==> config.mk <==
export PLATFORM = sky130hd
export DESIGN_NAME = serial_sub_ctrl
export DESIGN_NICKNAME = d
export VERILOG_FILES = /design/src/rtl/serial_sub_pkg.sv /design/src/rtl/fsc_cell.sv /design/src/rtl/serial_sub_ctrl.sv
export SDC_FILE = /design/constraint.sdc
export NUM_CORES = 1
export LEC_CHECK = 0
export CORE_MARGIN = 3
export CORE_UTILIZATION = 30
export CTS_CLUSTER_DIAMETER = 60
export DETAILED_ROUTE_END_ITERATION = 10
export GPL_ROUTABILITY_DRIVEN = 0
export PLACE_DENSITY_LB_ADDON = 0.05
export SLEW_MARGIN = 40
export SYNTH_ARGS = -nofsm -noshare
export SYNTH_HDL_FRONTEND = slang
export SYNTH_SLANG_ARGS = --single-unit
==> constraint.sdc <==
create_clock -name clk -period 1.52 [get_ports clk]
set_input_delay 0.456 -clock clk [delete_from_list [all_inputs] [get_ports clk]]
set_output_delay 0.456 -clock clk [all_outputs]
set_load 0.03 [all_outputs]
==> src/rtl/serial_sub_pkg.sv <==
// Shared definitions for the bit-serial subtractor controller.
package serial_sub_pkg;

   // Default operand/result width
   localparam int unsigned DefaultWidth = 8;

   // Controller states
   typedef enum logic [1:0] {
      S_IDLE = 2'd0,
      S_RUN  = 2'd1,
      S_DONE = 2'd2
   } state_e;

endpackage

==> src/rtl/fsc_cell.sv <==
// Combinational full-subtractor cell: z = x - y - bi (one bit), bo = borrow out.
module fsc_cell (
   input  logic bi,
   input  logic x,
   input  logic y,
   output logic z,
   output logic bo
);

   assign z  = x ^ y ^ bi;
   assign bo = (~x & y) | (~x & bi) | (y & bi);

endmodule

==> src/rtl/serial_sub_ctrl.sv <==
// Bit-serial subtractor: runs one shared full-subtractor cell over WIDTH cycles, LSB first,
// with valid/ready handshakes on operands and result.
module serial_sub_ctrl
   import serial_sub_pkg::*;
#(
   parameter int unsigned WIDTH = DefaultWidth
) (
   input  logic             clk,
   input  logic             rst,
   input  logic             in_valid,
   output logic             in_ready,
   input  logic [WIDTH-1:0] x,
   input  logic [WIDTH-1:0] y,
   input  logic             bin,
   output logic             out_valid,
   input  logic             out_ready,
   output logic [WIDTH-1:0] diff,
   output logic             borrow_out
);

   localparam int unsigned     CntW    = $clog2(WIDTH + 1);
   localparam logic [CntW-1:0] CntLast = CntW'(WIDTH - 1);

   state_e           state_q;
   logic [WIDTH-1:0] x_sr_q;
   logic [WIDTH-1:0] y_sr_q;
   logic [WIDTH-1:0] d_sr_q;
   logic [WIDTH-1:0] d_shift;
   logic             brw_q;
   logic [CntW-1:0]  cnt_q;
   logic             cell_z;
   logic             cell_b;

   fsc_cell u_cell (
      .bi (brw_q),
      .x  (x_sr_q[0]),
      .y  (y_sr_q[0]),
      .z  (cell_z),
      .bo (cell_b)
   );

   // Result register after this cycle's bit enters the MSB (also valid for WIDTH == 1)
   always_comb begin
      d_shift            = d_sr_q >> 1;
      d_shift[WIDTH-1]   = cell_z;
   end

   // Sequencer: state, datapath shift registers and registered handshake outputs
   always_ff @(posedge clk) begin
      if (rst) begin
         state_q    <= S_IDLE;
         in_ready   <= 1'b1;
         out_valid  <= 1'b0;
         diff       <= '0;
         borrow_out <= 1'b0;
         x_sr_q     <= '0;
         y_sr_q     <= '0;
         d_sr_q     <= '0;
         brw_q      <= 1'b0;
         cnt_q      <= '0;
      end else begin
         unique case (state_q)
            S_IDLE: begin
               if (in_valid) begin
                  x_sr_q   <= x;
                  y_sr_q   <= y;
                  brw_q    <= bin;
                  cnt_q    <= '0;
                  in_ready <= 1'b0;
                  state_q  <= S_RUN;
               end
            end
            S_RUN: begin
               brw_q  <= cell_b;
               x_sr_q <= x_sr_q >> 1;
               y_sr_q <= y_sr_q >> 1;
               d_sr_q <= d_shift;
               cnt_q  <= cnt_q + 1'b1;
               if (cnt_q == CntLast) begin
                  diff       <= d_shift;
                  borrow_out <= cell_b;
                  out_valid  <= 1'b1;
                  state_q    <= S_DONE;
               end
            end
            S_DONE: begin
               // No new acceptance here; operands are taken from IDLE only
               if (out_ready) begin
                  out_valid <= 1'b0;
                  in_ready  <= 1'b1;
                  state_q   <= S_IDLE;
               end
            end
            default: begin
               state_q   <= S_IDLE;
               in_ready  <= 1'b1;
               out_valid <= 1'b0;
            end
         endcase
      end
   end

endmodule
## Word-level counts from Yosys, hierarchy flattened

Cells that the tools add are included.

| cells by class | value |
|---|---|
| $add $sub $neg | 1 |
| equal/unequal tests | 6 |
| muxes and demuxes | 18 |
| bitwise logic cells | 10 |
| reductions and logical operators | 7 |

Operators with widths:

| cell | number |
|---|---|
| $pmux 8 s2 | 2 |
| $mux 8 | 2 |
| $reduce_and 3->1 | 3 |
| $pmux 4 s2 | 1 |
| $mux 2 | 3 |
| $ne 2x2->1 const B | 3 |
| $pmux 1 s3 | 2 |
| $pmux 2 s3 | 1 |
| $mux 1 | 5 |
| $add 4x1->4 const B | 1 |
| $eq 4x3->1 const B | 1 |
| $mux 4 | 1 |
| $reduce_and 2->1 | 2 |
| $and 1x1->1 | 3 |
| $not 1->1 | 3 |
| $eq 2x1->1 const B | 1 |
| $eq 2x2->1 const B | 1 |
| $logic_not 2->1 | 1 |
| $or 1x1->1 | 2 |
| $pmux 1 s2 | 1 |
| $reduce_bool 2->1 | 1 |
| $xor 1x1->1 | 2 |

| storage, ports and cells | value |
|---|---|
| bits in registers | 42 |
| input bits | 21 |
| output and inout bits | 11 |

## Depth between registers and ports, before layout

| logic depth | value |
|---|---|
| depth after elaboration | 5 |
| mapped depth | 6 |
| mapped depth without buffers | 4 |

## Hierarchy

A second synthesis with hierarchy kept.

| unflattened totals | value |
|---|---|
| cells, all modules | 194 |
| area, all modules | 1,729.2 µm² |

By module, submodules not included:

| module | times used | cells each | area each (µm²) |
|---|---|---|---|
| serial_sub_ctrl | 1 | 191 | 1,701.6 |
| fsc_cell | 1 | 3 | 27.5 |

## Worst setup path before layout

Ideal clock, no wire load.

| path | value |
|---|---|
| kind | input to register |
| from | input port in_valid |
| to | register x_sr_q[0] |
| setup time | 133 ps |
| arrival time | 1,165 ps |
| setup slack | 223 ps |
| cell stages on the path | 4 |
| path buffers | 1 |
| cells stage by stage | clkbuf_2 > or3b_2 > o21ai_0 > a21oi_1 |

| between the ends | value |
|---|---|
| word-level cells in the longest chain between the ends | 2 |

Ends and longest elaborated chain:

| item | RTL line | RTL |
|---|---|---|
| from (decl) | serial_sub_ctrl.sv:10 | `input logic in_valid,` |
| $ne 2x2->1 (no line) | - |  |
| $reduce_and 2->1 (no line) | - |  |
| to (signal assigned) | serial_sub_ctrl.sv:75 | `x_sr_q <= x_sr_q >> 1;` |
| to (decl) | serial_sub_ctrl.sv:25 | `logic [WIDTH-1:0] x_sr_q;` |

Every way passes these cells.
A chain may end at the register's enable or synchronous reset.

## Final worst setup path

| path | value |
|---|---|
| from | register in_ready |
| to | output port in_ready |

RTL lines:

| item | RTL line | RTL |
|---|---|---|
| from (decl) | serial_sub_ctrl.sv:11 | `output logic in_ready,` |
| from (signal assigned) | serial_sub_ctrl.sv:52 | `in_ready <= 1'b1;` |
| from (signal assigned) | serial_sub_ctrl.sv:69 | `in_ready <= 1'b0;` |
| from (signal assigned) | serial_sub_ctrl.sv:90 | `in_ready <= 1'b1;` |

No word-level cell between the ends.

==> results.ini <==
[clock_tree]
clkTransAtPathRegs_ns=0.07
root_buffer=clkbuf_8
clock_latency_ns=0.29
clkSinkCount=41
numCtsBuffers=5
h-tree-depth=2
cts_max_path_buffers=2
cts_tree=built
postCtsSetupBuffers=0
holdBufCountCts=0

[synthesis]
synth_top_flop_cell=dfxtp_1
avgSynthCellArea_sq_um=9.12
synth-seq-cells=41
synth_common_cells=dfxtp_1, a21oi_1, nand2_1, o221ai_1, o21ai_0
netlist_instances=200
synth_edf_count=0
synthArstFlopShare=0
yosysTopAreaCell=dfxtp_1
synth_area_leaders=dfxtp_1, a21oi_1, o221ai_1
synth_top_area_share=0.450
synthDistinctLibCells=38
ys_seq_area_frac=0.450
yosysMostFrequentCell=dfxtp_1
syn_area_sq_um=1820
ys_warn_count=0
syn_nets=223

[sta]
setup_tns_ns=0
fin_crit_ns=1.47
rsz0062_at_grt=false
setup_viol=0
post-route-period-util=0.964
slew_headroom=0.695
tightestPinTransition_ns=0.456
maxSlewViolCount=0
hold_viol_final=0
skew_ns=0.00354
max_freq_mhz=682
fin_ws_ns=0.0541

[hold_path]
min_from=d_sr_q[1]$_SDFFE_PP0N_
min_to=d_sr_q[1]$_SDFFE_PP0N_
whs_path_depth=2
worstHoldPathType=reg2reg

[power]
ir_drop_mv=0.409
power.density_nw_per_um2=908
leakage_nw=0.883

[setup_path]
cp_data_arrival_time_ns=1.01
path_cells=clkdlybuf4s15_1
cp_max_fo=3
end_kind=primary output
path_buf_inv=1
reg2reg_depth=4
path_delay_family=buffers and inverters
cp-start-kind=register
reg2reg_to=diff[5]$_SDFFE_PP0P_
critPathSlowestCell=clkdlybuf4s15_1
crit_type=reg2out
regToRegStartpoint=cnt_q[0]$_SDFFE_PP0P_
critPathMaxStageDelay_ns=0.37
r2r_setup_slack_ns=0.13
crit_required_ns=1.06

[cells_and_area]
final_core_util=0.414
diodes=0
nets=264
final_area_sq_um=2360
area_growth_pct=29.6
drive_gt1_frac=0.198

[drt]
drtIter0Drc=92
drc=0
routed-via-count=1680
viasPerCell=5.35
dr.pass1.iters=4
wl_per_cell_microns=14.9
routed_wl_microns=4680
ant_nets=0

[flow_run]
maxCapViolCount=0

[grt]
grt_pass1_vias=1589
grt_usage=0.134
met2_usage=0.206
grt_use_met3=0.0346
grt_overflow=0
antenna_found_initial=0
grt_max_degree=18
grt_pass1_wl_microns=7770
grt-busiest-layer=met2
grt_util_met1=0.184

[die]
die_y_microns=84.0
core_area_sq_um=5710
fp.dieW_microns=84.0
num_rows=27
dieArea_sq_um=7050
initial_core_util=0.320
io_pins=32

[placement]
pre_cts_ws_ns=-0.319
io_buffers=31
hpwlAfterDp_microns=3200
place_area_sq_um=2270

[outcome]
status=finished, final reports clean

==> worst max-delay path by stage <==
stage / start / cells past startpoint / endpoint
floorplan: in_valid / 4 / x_sr_q[0]$_SDFFE_PP0P_
global route: in_ready$_SDFFE_PP1P_ / 1 / in_ready
global placement: in_valid / 5 / y_sr_q[3]$_SDFFE_PP0P_
finish: in_ready$_SDFFE_PP1P_ / 1 / in_ready
detailed placement: in_valid / 5 / x_sr_q[2]$_SDFFE_PP0P_
CTS: in_ready$_SDFFE_PP1P_ / 1 / in_ready
==> through the flow <==
| stage | hold WS, ns | power, W | instances |
|---|---|---|---|
| CTS | 0.475 | 0.00217 | 312 |
| finish | 0.472 | 0.00215 | 314 |
| floorplan | 0.437 | 0.00135 | 200 |
| detailed placement | 0.463 | 0.00148 | 304 |
| global route | 0.493 | 0.00226 | 314 |
| global placement | 0.449 | 0.00147 | 304 |
==> registers in the layout, summed over array words and instances, names as in the netlist <==
signal and count:
x_sr_q 8, brw_q 1, in_ready 1, d_sr_q 7, y_sr_q 8, cnt_q 4, diff 8, out_valid 1
state_q 2, borrow_out 1
==> kinds of logic after synthesis <==
kind of cell | count (synthesis) | share of synthesized area
flops | 41 | 0.450
compound gates | 83 | 0.305
buf+inv | 23 | 0.0672
simple gates | 50 | 0.155
mux | 1 | 0.00549
fa+ha+maj | 2 | 0.0178
==> report_power, final <==
part / internal (W) / switching [W]
combinational: 0.000151 / 0.000138
sequential: 0.00112 / 0.0000445
clock: 0.000319 / 0.000370
total: 0.00159 / 0.000552
==> final cells by class <==
class | count | area, sq um
Tap cell | 72 | 90.1
Sequential cell | 41 | 821
Timing Repair Buffer | 53 | 473
Multi-Input combinational cell | 136 | 883
Clock inverter | 2 | 10.0
Clock buffer | 6 | 72.6
Inverter | 4 | 15.0
Fill cell | 570 | 3340
==> cells in the final DEF (no fill, tap or decap), types with 2 or more instances in the layout <==
master           instances
nor2b_1                  5
clkdlybuf4s50_1         19
nor2_1                   5
a31o_1                   7
o22ai_1                  9
nand2_1                 20
a21oi_1                 28
clkbuf_8                 5
buf_4                   24
clkinv_2                 2
dfxtp_1                 41
buf_12                   2
or3b_2                   5
nand3_1                  2
clkbuf_2                 2
o311a_1                  7
buf_2                    2
a211oi_1                 2
o221ai_1                15
or3b_1                   3
inv_1                    3
o21ai_0                 11
==> layer usage <==
layer  vias up  wire (microns)
met5         -               0
met4         0              41
met3         5             251
met2        41            2120
met1       805            2260
li1        829               -
==> repair_timing <==
action,CTS,global route
endpoints found under the hold margin,0,0
endpoints found under the setup margin,5,17
cloned,0,2
resized for setup,7,5
No activity file was read; power rests on OpenSTA's default activity.
